## src/rtl/trojan_vector_sweeper_if.sv

```systemverilog
// Sweeper channel bundle: control, DUT drive/response, record stream and status.
// master = sweeper side, slave = environment (DUT harness, trace writer, controller).
interface trojan_vector_sweeper_if #(
  parameter int N_IN  = 7,
  parameter int N_OUT = 1,
  parameter int SIG_W = 16
);
  logic              start;
  logic              abort;
  logic [N_IN-1:0]   stim;
  logic              stim_valid;
  logic [N_OUT-1:0]  dut_out;
  logic              rec_valid;
  logic              rec_ready;
  logic [N_IN-1:0]   rec_stim;
  logic [N_OUT-1:0]  rec_resp;
  logic [N_IN:0]     vec_count;
  logic [SIG_W-1:0]  signature;
  logic              done;

  modport master (
    input  start, abort, dut_out, rec_ready,
    output stim, stim_valid, rec_valid, rec_stim, rec_resp, vec_count, signature, done
  );

  modport slave (
    output start, abort, dut_out, rec_ready,
    input  stim, stim_valid, rec_valid, rec_stim, rec_resp, vec_count, signature, done
  );
endinterface

```

## src/rtl/trojan_vector_sweeper.sv

```systemverilog
// Exhaustive input sweeper: drives every N_IN-bit vector, captures the settled response,
// streams (vector, response) records and folds every response into a MISR signature.
module trojan_vector_sweeper #(
  parameter int               N_IN       = 7,
  parameter int               N_OUT      = 1,
  parameter int               SETTLE_CYC = 1,
  parameter int               SIG_W      = 16,
  parameter logic [SIG_W-1:0] SIG_POLY   = 16'h8016
) (
  input logic                    CK,
  input logic                    reset,
  trojan_vector_sweeper_if.master bus
);

  localparam logic [7:0]    SETTLE_INIT = 8'(SETTLE_CYC);
  localparam logic [N_IN-1:0] STIM_ONE  = N_IN'(1);
  localparam logic [N_IN:0] CNT_ONE     = (N_IN + 1)'(1);

  typedef enum logic [1:0] {IDLE, SETTLE, HOLD, DONE} state_t;

  state_t             state_reg, state_next;
  logic [N_IN-1:0]    stim_reg;
  logic               stim_valid_reg;
  logic [7:0]         settle_cnt_reg;
  logic               rec_valid_reg;
  logic [N_IN-1:0]    rec_stim_reg;
  logic [N_OUT-1:0]   rec_resp_reg;
  logic [N_IN:0]      vec_count_reg;
  logic [SIG_W-1:0]   sig_reg;
  logic               done_reg;

  logic               handshake;
  logic               last_vec;
  logic               do_start, do_count, do_capture, do_advance, do_finish;
  logic [SIG_W-1:0]   sig_next;

  assign handshake = rec_valid_reg && bus.rec_ready;
  assign last_vec  = &stim_reg;
  assign sig_next  = {sig_reg[SIG_W-2:0], 1'b0}
                   ^ (sig_reg[SIG_W-1] ? SIG_POLY : '0)
                   ^ SIG_W'(bus.dut_out);

  always_ff @(posedge CK or negedge reset) begin
    if (!reset) state_reg <= IDLE;
    else        state_reg <= state_next;
  end

  always_comb begin
    state_next = state_reg;
    if (bus.abort) begin
      state_next = IDLE;
    end else begin
      unique case (state_reg)
        IDLE, DONE: if (bus.start) state_next = SETTLE;
        SETTLE:     if (settle_cnt_reg == 8'd0) state_next = HOLD;
        HOLD: begin
          if (handshake) state_next = last_vec ? DONE : SETTLE;
        end
      endcase
    end
  end

  // Abort suppresses every action so it wins over start and handshakes alike.
  always_comb begin
    do_start   = 1'b0;
    do_count   = 1'b0;
    do_capture = 1'b0;
    do_advance = 1'b0;
    do_finish  = 1'b0;
    if (!bus.abort) begin
      unique case (state_reg)
        IDLE, DONE: do_start = bus.start;
        SETTLE: begin
          if (settle_cnt_reg == 8'd0) do_capture = 1'b1;
          else                        do_count   = 1'b1;
        end
        HOLD: begin
          if (handshake) begin
            do_finish  = last_vec;
            do_advance = !last_vec;
          end
        end
      endcase
    end
  end

  always_ff @(posedge CK or negedge reset) begin
    if (!reset) begin
      stim_reg       <= '0;
      stim_valid_reg <= 1'b0;
      settle_cnt_reg <= 8'd0;
      rec_valid_reg  <= 1'b0;
      rec_stim_reg   <= '0;
      rec_resp_reg   <= '0;
      vec_count_reg  <= '0;
      sig_reg        <= '0;
      done_reg       <= 1'b0;
    end else begin
      if (bus.abort) begin
        rec_valid_reg  <= 1'b0;
        stim_valid_reg <= 1'b0;
        done_reg       <= 1'b0;
      end
      if (do_start) begin
        stim_reg       <= '0;
        stim_valid_reg <= 1'b1;
        settle_cnt_reg <= SETTLE_INIT;
        sig_reg        <= '0;
        vec_count_reg  <= '0;
        done_reg       <= 1'b0;
      end
      if (do_count) settle_cnt_reg <= settle_cnt_reg - 8'd1;
      // The MISR only moves on capture, so a stalled record cannot fold in twice.
      if (do_capture) begin
        rec_stim_reg  <= stim_reg;
        rec_resp_reg  <= bus.dut_out;
        rec_valid_reg <= 1'b1;
        sig_reg       <= sig_next;
      end
      if (do_advance || do_finish) begin
        rec_valid_reg <= 1'b0;
        vec_count_reg <= vec_count_reg + CNT_ONE;
      end
      if (do_advance) begin
        stim_reg       <= stim_reg + STIM_ONE;
        settle_cnt_reg <= SETTLE_INIT;
      end
      if (do_finish) begin
        stim_valid_reg <= 1'b0;
        done_reg       <= 1'b1;
      end
    end
  end

  assign bus.stim       = stim_reg;
  assign bus.stim_valid = stim_valid_reg;
  assign bus.rec_valid  = rec_valid_reg;
  assign bus.rec_stim   = rec_stim_reg;
  assign bus.rec_resp   = rec_resp_reg;
  assign bus.vec_count  = vec_count_reg;
  assign bus.signature  = sig_reg;
  assign bus.done       = done_reg;

endmodule

```

## src/flat_wrapper.sv

```systemverilog
// flat-port wrapper written by rule: the top's interface ports become plain ports
module trojan_vector_sweeper_flat 
#(
  parameter int               N_IN       = 7,
  parameter int               N_OUT      = 1,
  parameter int               SETTLE_CYC = 1,
  parameter int               SIG_W      = 16,
  parameter logic [SIG_W-1:0] SIG_POLY   = 16'h8016
)
  (CK, reset, bus_start, bus_abort, bus_dut_out, bus_rec_ready, bus_stim, bus_stim_valid, bus_rec_valid, bus_rec_stim, bus_rec_resp, bus_vec_count, bus_signature, bus_done);
  trojan_vector_sweeper_if #(.N_IN(N_IN), .N_OUT(N_OUT), .SIG_W(SIG_W)) bus_i ();
  input logic CK;
  input logic reset;
  input wire logic [$bits(bus_i.start)-1:0] bus_start;
  input wire logic [$bits(bus_i.abort)-1:0] bus_abort;
  input wire logic [$bits(bus_i.dut_out)-1:0] bus_dut_out;
  input wire logic [$bits(bus_i.rec_ready)-1:0] bus_rec_ready;
  output wire logic [$bits(bus_i.stim)-1:0] bus_stim;
  output wire logic [$bits(bus_i.stim_valid)-1:0] bus_stim_valid;
  output wire logic [$bits(bus_i.rec_valid)-1:0] bus_rec_valid;
  output wire logic [$bits(bus_i.rec_stim)-1:0] bus_rec_stim;
  output wire logic [$bits(bus_i.rec_resp)-1:0] bus_rec_resp;
  output wire logic [$bits(bus_i.vec_count)-1:0] bus_vec_count;
  output wire logic [$bits(bus_i.signature)-1:0] bus_signature;
  output wire logic [$bits(bus_i.done)-1:0] bus_done;
  assign bus_i.start = bus_start;
  assign bus_i.abort = bus_abort;
  assign bus_i.dut_out = bus_dut_out;
  assign bus_i.rec_ready = bus_rec_ready;
  assign bus_stim = bus_i.stim;
  assign bus_stim_valid = bus_i.stim_valid;
  assign bus_rec_valid = bus_i.rec_valid;
  assign bus_rec_stim = bus_i.rec_stim;
  assign bus_rec_resp = bus_i.rec_resp;
  assign bus_vec_count = bus_i.vec_count;
  assign bus_signature = bus_i.signature;
  assign bus_done = bus_i.done;
  trojan_vector_sweeper #(.N_IN(N_IN), .N_OUT(N_OUT), .SETTLE_CYC(SETTLE_CYC), .SIG_W(SIG_W), .SIG_POLY(SIG_POLY)) u_core (.CK(CK), .reset(reset), .bus(bus_i));
endmodule
```

## config.mk

```make
export PLATFORM = sky130hd
export DESIGN_NAME = trojan_vector_sweeper_flat
export DESIGN_NICKNAME = d
export VERILOG_FILES = /design/src/rtl/trojan_vector_sweeper_if.sv /design/src/rtl/trojan_vector_sweeper.sv /design/src/flat_wrapper.sv
export SDC_FILE = /design/constraint.sdc
export NUM_CORES = 1
export LEC_CHECK = 0
export ABC_AREA = 1
export CAP_MARGIN = 20
export CORE_MARGIN = 2
export CORE_UTILIZATION = 42
export CTS_BUF_LIST = sky130_fd_sc_hd__clkbuf_8
export DETAILED_ROUTE_END_ITERATION = 10
export GPL_TIMING_DRIVEN = 0
export PLACE_DENSITY = 0.69
export SKIP_LAST_GASP = 1
export SYNTH_ARGS = -nofsm -noshare
export SYNTH_HDL_FRONTEND = slang
export SYNTH_SLANG_ARGS = --single-unit
```

## constraint.sdc

```tcl
create_clock -name CK -period 2 [get_ports CK]
set_input_delay 0.4 -clock CK [delete_from_list [all_inputs] [get_ports CK]]
set_output_delay 0.4 -clock CK [all_outputs]
set_load 0.01 [all_outputs]
```

==> results.cfg <==
[status]
status = completed

[cts]
cts_tree = built
numCtsBuffers = 5
cts_setup_buffers = 0
cts_resized = 0
clk_latency_ns = 0.31
hold_buffers = 0
clock_sinks = 52
clkSlewWorstSetupHoldPaths_ns = 0.10
cts_root_buf = clkbuf_8
clk_path_buf_depth = 2
cts-htree-levels = 2

[synthesis]
yosys.area.top_type_share_pct = 49.4
synthDistinctLibCells = 31
ys_seq_area_share_pct = 49.4
postSynthCellCount = 306
syn_area_per_cell_um2 = 8.61
synth_area_mm2 = 0.00263
syn_nets = 319
yosysTopAreaCell = dfrtp_1
ys_top_cells_by_area = dfrtp_1 (49%), nand2_1 (9.8%), nand3_1 (9.1%)
synth_seq_cells = 52
yosys_warnings = 0

[cells_and_area]
antennaDiodeCount = 0
layout_commonest_cell = nand2_1
largest_reg_flops = 16
fin_area_mm2 = 0.00331
nets = 374
final_cell_mix = nand2_1 (69), dfrtp_1 (52), nand3_1 (48)
synthToLayoutAreaGrowth_pct = 25.6
layout-drive-gt1-share_pct = 10.2

[critical_path]
cp-start-kind = flip-flop
r2r_setup_slack_ns = 0.39
endpoint_kind = output pin
reg2reg_to = u_core.bus.signature[3]
crit_end = bus_stim[4]
arrival_ns = 1.34
path_max_fanout = 7
timing_worst_setup_path_type = reg -> out
path_buf_inv = 1
crit_start = u_core.bus.stim[4]
reg2reg_depth = 8
reg2reg_from = u_core.state_reg[0]
required_ns = 1.60
slowest_delay_ns = 0.58
critical_path.slowest_cell = clkdlybuf4s50_1
cp_cell_sequence = clkdlybuf4s50_1
critical_path.top_delay_family = buffers and inverters
crit_cells = 1

[sta]
period_needed_ns = 1.74
period_share_pct = 87.2
setup_viol = 0
drv_slew = 0
skew_ns = 0.00689
setup_slack_ns = 0.255
hold_violations = 0
rsz0062_at_grt = no
maxSlewHeadroom_pct = 62.2
fin_hold_ws_ns = 0.0703
clock.fmax_ghz = 0.573
tightest_slew_ns = 0.566

[detailed_routing]
drc = 0
ant_nets = 0
drt_pass1_iterations = 4
drtIter0Drc = 79
vias = 2207
wl_um = 5530
routed_via_density = 5.05
routedWlPerCell_um = 12.6

[power_and_ir_drop]
power_density_mw_per_mm2 = 879
total_power_w = 0.00291
power.leakage_nw = 1.57
vdd_drop_max_mv = 0.376

[grt]
antenna_found_initial = 0
use_met3_pct = 4.08
grtUsageMet2_pct = 28.5
met1_usage_pct = 23.2
grt_start_max_net_pins = 30
grt_overflow = 0
busiest_layer = met2
grt_pass1_vias = 2178
grt_usage_pct = 17.5
grt_pass1_wl_um = 9960

[worst_hold_path]
hp-class = in -> async

[place]
hpwl_um = 4200
dpl_cell_area_mm2 = 0.00321
gp_congestion = 0.803
io_buffers = 47
post-place-ws_ns = 0.0648

[floorplan]
core_area_mm2 = 0.00599
chipWidth_um = 83.2
initial_utilization_pct = 44.0
die_area_mm2 = 0.00692
die_h_um = 83.2
io_pins = 48
row_count = 28

[job]
maxCapViolations = 0
-- how the worst min path moves through the flow --
stage	cells past startpoint	slack (ns)	startpoint	to
global route	1	0.10	reset	u_core.bus.signature[10]
detailed placement	1	0.43	reset	u_core.bus.signature[10]
global placement	2	0.46	u_core.settle_cnt_reg[0]	u_core.settle_cnt_reg[0]
floorplan	0	0.10	reset	u_core.bus.done
finish	1	0.07	reset	u_core.bus.signature[10]
CTS	1	0.09	reset	u_core.bus.signature[10]
-- routing by layer --
| metal | part of all wire (%) | vias to the layer above |
|---|---|---|
| met4 | 1.7 | 0 |
| met5 | 0 | - |
| met3 | 3.7 | 9 |
| met2 | 47 | 34 |
| li1 | - | 1110 |
| met1 | 48 | 1054 |
-- cell families (layout without fill, tap and decap cells) --
group | after synthesis | count (layout) | share of synthesized area (%)
flip-flops | 52 | 52 | 49.4
buffers and inverters | 44 | 100 | 7.70
XOR/XNOR | 10 | 10 | 3.33
AND/OR/NAND/NOR | 155 | 155 | 28.1
adder cells (fa/ha/maj) | 7 | 7 | 3.33
AO/OA/AOI/OAI | 38 | 38 | 8.17
-- area by class of cell --
class	count	area, um2
timing repair buffer	48	485
tap	75	93.8
clock inverter	2	11.3
fill	524	2680
sequential	52	1300
clock buffer	6	82.6
inverter	34	128
multi-input combinational	210	1130
buffer	10	75.1
-- per-stage QoR --
| step | std cells | setup TNS, ns | util (%) |
|---|---|---|---|
| finish | 437 | 0 | 55.2 |
| CTS | 437 | 0 | 55.2 |
| global route | 437 | 0 | 55.2 |
| global placement | 428 | -53.64 | 53.4 |
| detailed placement | 429 | 0 | 53.6 |
| floorplan | 306 | 0 | - |
-- cells in the mapped netlist --
| master | count |
|---|---|
| o22ai_1 | 2 |
| o21ai_0 | 14 |
| xor2_1 | 3 |
| clkbuf_1 | 1 |
| nand4_1 | 8 |
| nand3_1 | 48 |
| nor2_1 | 15 |
| xnor2_1 | 7 |
| buf_2 | 3 |
| or2_2 | 2 |
| ha_1 | 7 |
| nand2_4 | 1 |
| nand4_4 | 1 |
| dfrtp_1 | 52 |
| nand3b_1 | 1 |
| nand2_2 | 3 |
| nor2_2 | 2 |
| a21oi_1 | 8 |
| o21ai_2 | 4 |
| nor2_4 | 2 |
| o21ai_1 | 7 |
| nand2_1 | 69 |
| nor3_1 | 2 |
| a21oi_2 | 1 |
| nand3_4 | 1 |
| a31oi_1 | 1 |
| inv_1 | 32 |
| inv_2 | 2 |
| o211ai_1 | 1 |
| buf_4 | 3 |
| buf_6 | 3 |
-- power breakdown --
group	total, W	switching, W	internal (W)
Sequential	0.00128	0.0000997	0.00118
Clock	0.000630	0.000353	0.000277
Combinational	0.00100	0.000590	0.000410
Total	0.00291	0.00104	0.00186
No activity file was read; power rests on OpenSTA's default activity.
==> RTL edit: new RTL, same settings <==
The 4 states of `state_t` get a one-hot encoding in 4 bits.
--- a/src/rtl/trojan_vector_sweeper.sv
+++ b/src/rtl/trojan_vector_sweeper.sv
@@ -18,3 +18,3 @@
 
-  typedef enum logic [1:0] {IDLE, SETTLE, HOLD, DONE} state_t;
+  typedef enum logic [3:0] {IDLE = 4'b0001, SETTLE = 4'b0010, HOLD = 4'b0100, DONE = 4'b1000} state_t;
 
Formal check against the unedited RTL: no difference found for any inputs over 10 cycles, from zero or initial values and one cycle with reset low; not proved beyond that.
==> RTL edit against the original RTL <==
Setup slack worse by 0.016 ns. Count of clock-buffer cells in the layout shrank 1. Sequential cell count grew 2. Routed wire length grew 4.3%. Combinational power decreased by 6%. Sequential share of layout area rose by 0.13 points. Area after synthesis grew 4.8%. Cell area rose by 3.6%. Synthesized cell count increased by 8.2%. First-iteration DRC count is 100% higher. Via count rose by 5.9%. Critical path depth unchanged. Power up 0.94%. Clock skew grew 0.0026 ns. Critical endpoint unchanged.
==> RTL edit: results (changes against the original RTL) <==
Status: completed
Gpl congestion: 0.8598 (+7.1%)
Top post-synthesis cells by area: dfrtp_1 (48%), nand2_1 (13%), nand3_1 (8.5%)
GRT Util Overall: 16.40% (-1.1 points)
Fin Clk Skew: 0.009487 ns (+0.002592 ns)
Vias in the first global route: 2117 (-2.8%)
Synth Net Count: 341 (+6.9%)
Routed met2 length: 2.610 mm (+1.0%)
Measured slew at the worst slew-check pin: 0.6697 ns (+0.1033 ns)
Largest net degree at the start of global routing: 33 (+10%)
Vias per cell: 5.048 (about the same)
Fill cells: 580 (+11%)
Synth top cells by count: nand2_1 (94), dfrtp_1 (53), nand3_1 (47), inv_1 (29), nor2_1 (18)
First DRT Iteration DRCs: 160 (+100%)
Final nets: 396 (+5.9%)
Dpl hpwl: 4.202 mm (about the same)
Layout cells sized above 1: 12.44% (+2.2 points)
Net Sw Frac: 34.76% (-1.1 points)
Unique masters post-synth: 32 (+3.2%)
First-pass GRT wire length: 9.804 mm (-1.6%)
DR WL met3: 218 um (+6.3%)
Max Freq: 568.0 MHz (-0.90%)
Sequential fraction of the synthesis area: 48.98% (-0.43 points)
Met1 WL: 2.866 mm (+8.4%)
DP Worst Slack: 0.06572 ns (+0.0009309 ns)
Static Leak: 1.633 nW (+4.2%)
-- RTL edit: cell types whose count changed after synthesis, sizes merged --
cell,unedited run,this run
a21oi,9,5
a31oi,1,0
dfrtp,52,53
dfstp,0,1
ha,7,4
inv,34,37
nand2,73,99
nand3,49,48
nor2,19,22
o211ai,1,0
o21ai,25,23
o22ai,2,6
or2,2,3
xnor2,7,5
-- RTL edit: worst min-delay path by stage --
stage | endpoint | slack [ns]
after CTS | u_core.bus.rec_stim[4] | 0.07
after floorplan | u_core.bus.done | 0.10
after global placement | u_core.bus.rec_stim[6] | 0.47
final | u_core.bus.rec_stim[4] | 0.06
after global routing | u_core.bus.rec_stim[4] | 0.09
after detailed placement | u_core.bus.rec_stim[4] | 0.41
-- RTL edit: through the flow --
step / instances / instance area [um^2] / power (mW)
after detailed placement: 456 / 3343 / 2.366
after floorplan: 331 / 2761 / 2.025
final: 463 / 3426 / 2.933
after global routing: 463 / 3426 / 3.152
after CTS: 463 / 3426 / 2.963
after global placement: 455 / 3328 / 2.327
-- RTL edit: power by group through the flow --
stage	clock network (mW)	logic, mW	registers (mW)
final	0.595	0.939	1.40
after global routing	0.656	1.07	1.43
after CTS	0.615	0.946	1.40
after detailed placement	0	0.945	1.42
after global placement	0	0.916	1.41
after floorplan	0	0.591	1.43
-- RTL edit: cell type report --
type	instances	area, um^2	area share, %
buffer	10	85.08	2.484
inverter	37	143.9	4.200
sequential	54	1353	39.48
tap	77	96.34	2.812
clock buffer	5	68.82	2.009
multi-input combinational	230	1180	34.44
timing repair buffer	48	485.5	14.17
clock inverter	2	13.76	0.4018
-- RTL edit: cell families (layout without fill, tap and decap cells) --
kind of cell / after synthesis / in the layout / synth area share [%]
DFF: 54 / 54 / 48.98
buffers and inverters: 47 / 102 / 8.291
and+or+nand+nor: 184 / 184 / 30.86
AOI/OAI and AO/OA: 34 / 34 / 7.522
adders and majority gates: 4 / 4 / 1.812
xor gates and xnor gates: 8 / 8 / 2.537
-- RTL edit: metal layers --
layer  up-vias  track usage [%]
li1       1176                -
met1      1101            23.89
met2        52            25.50
met3         8            2.724
met4         0            4.329
met5         -                0
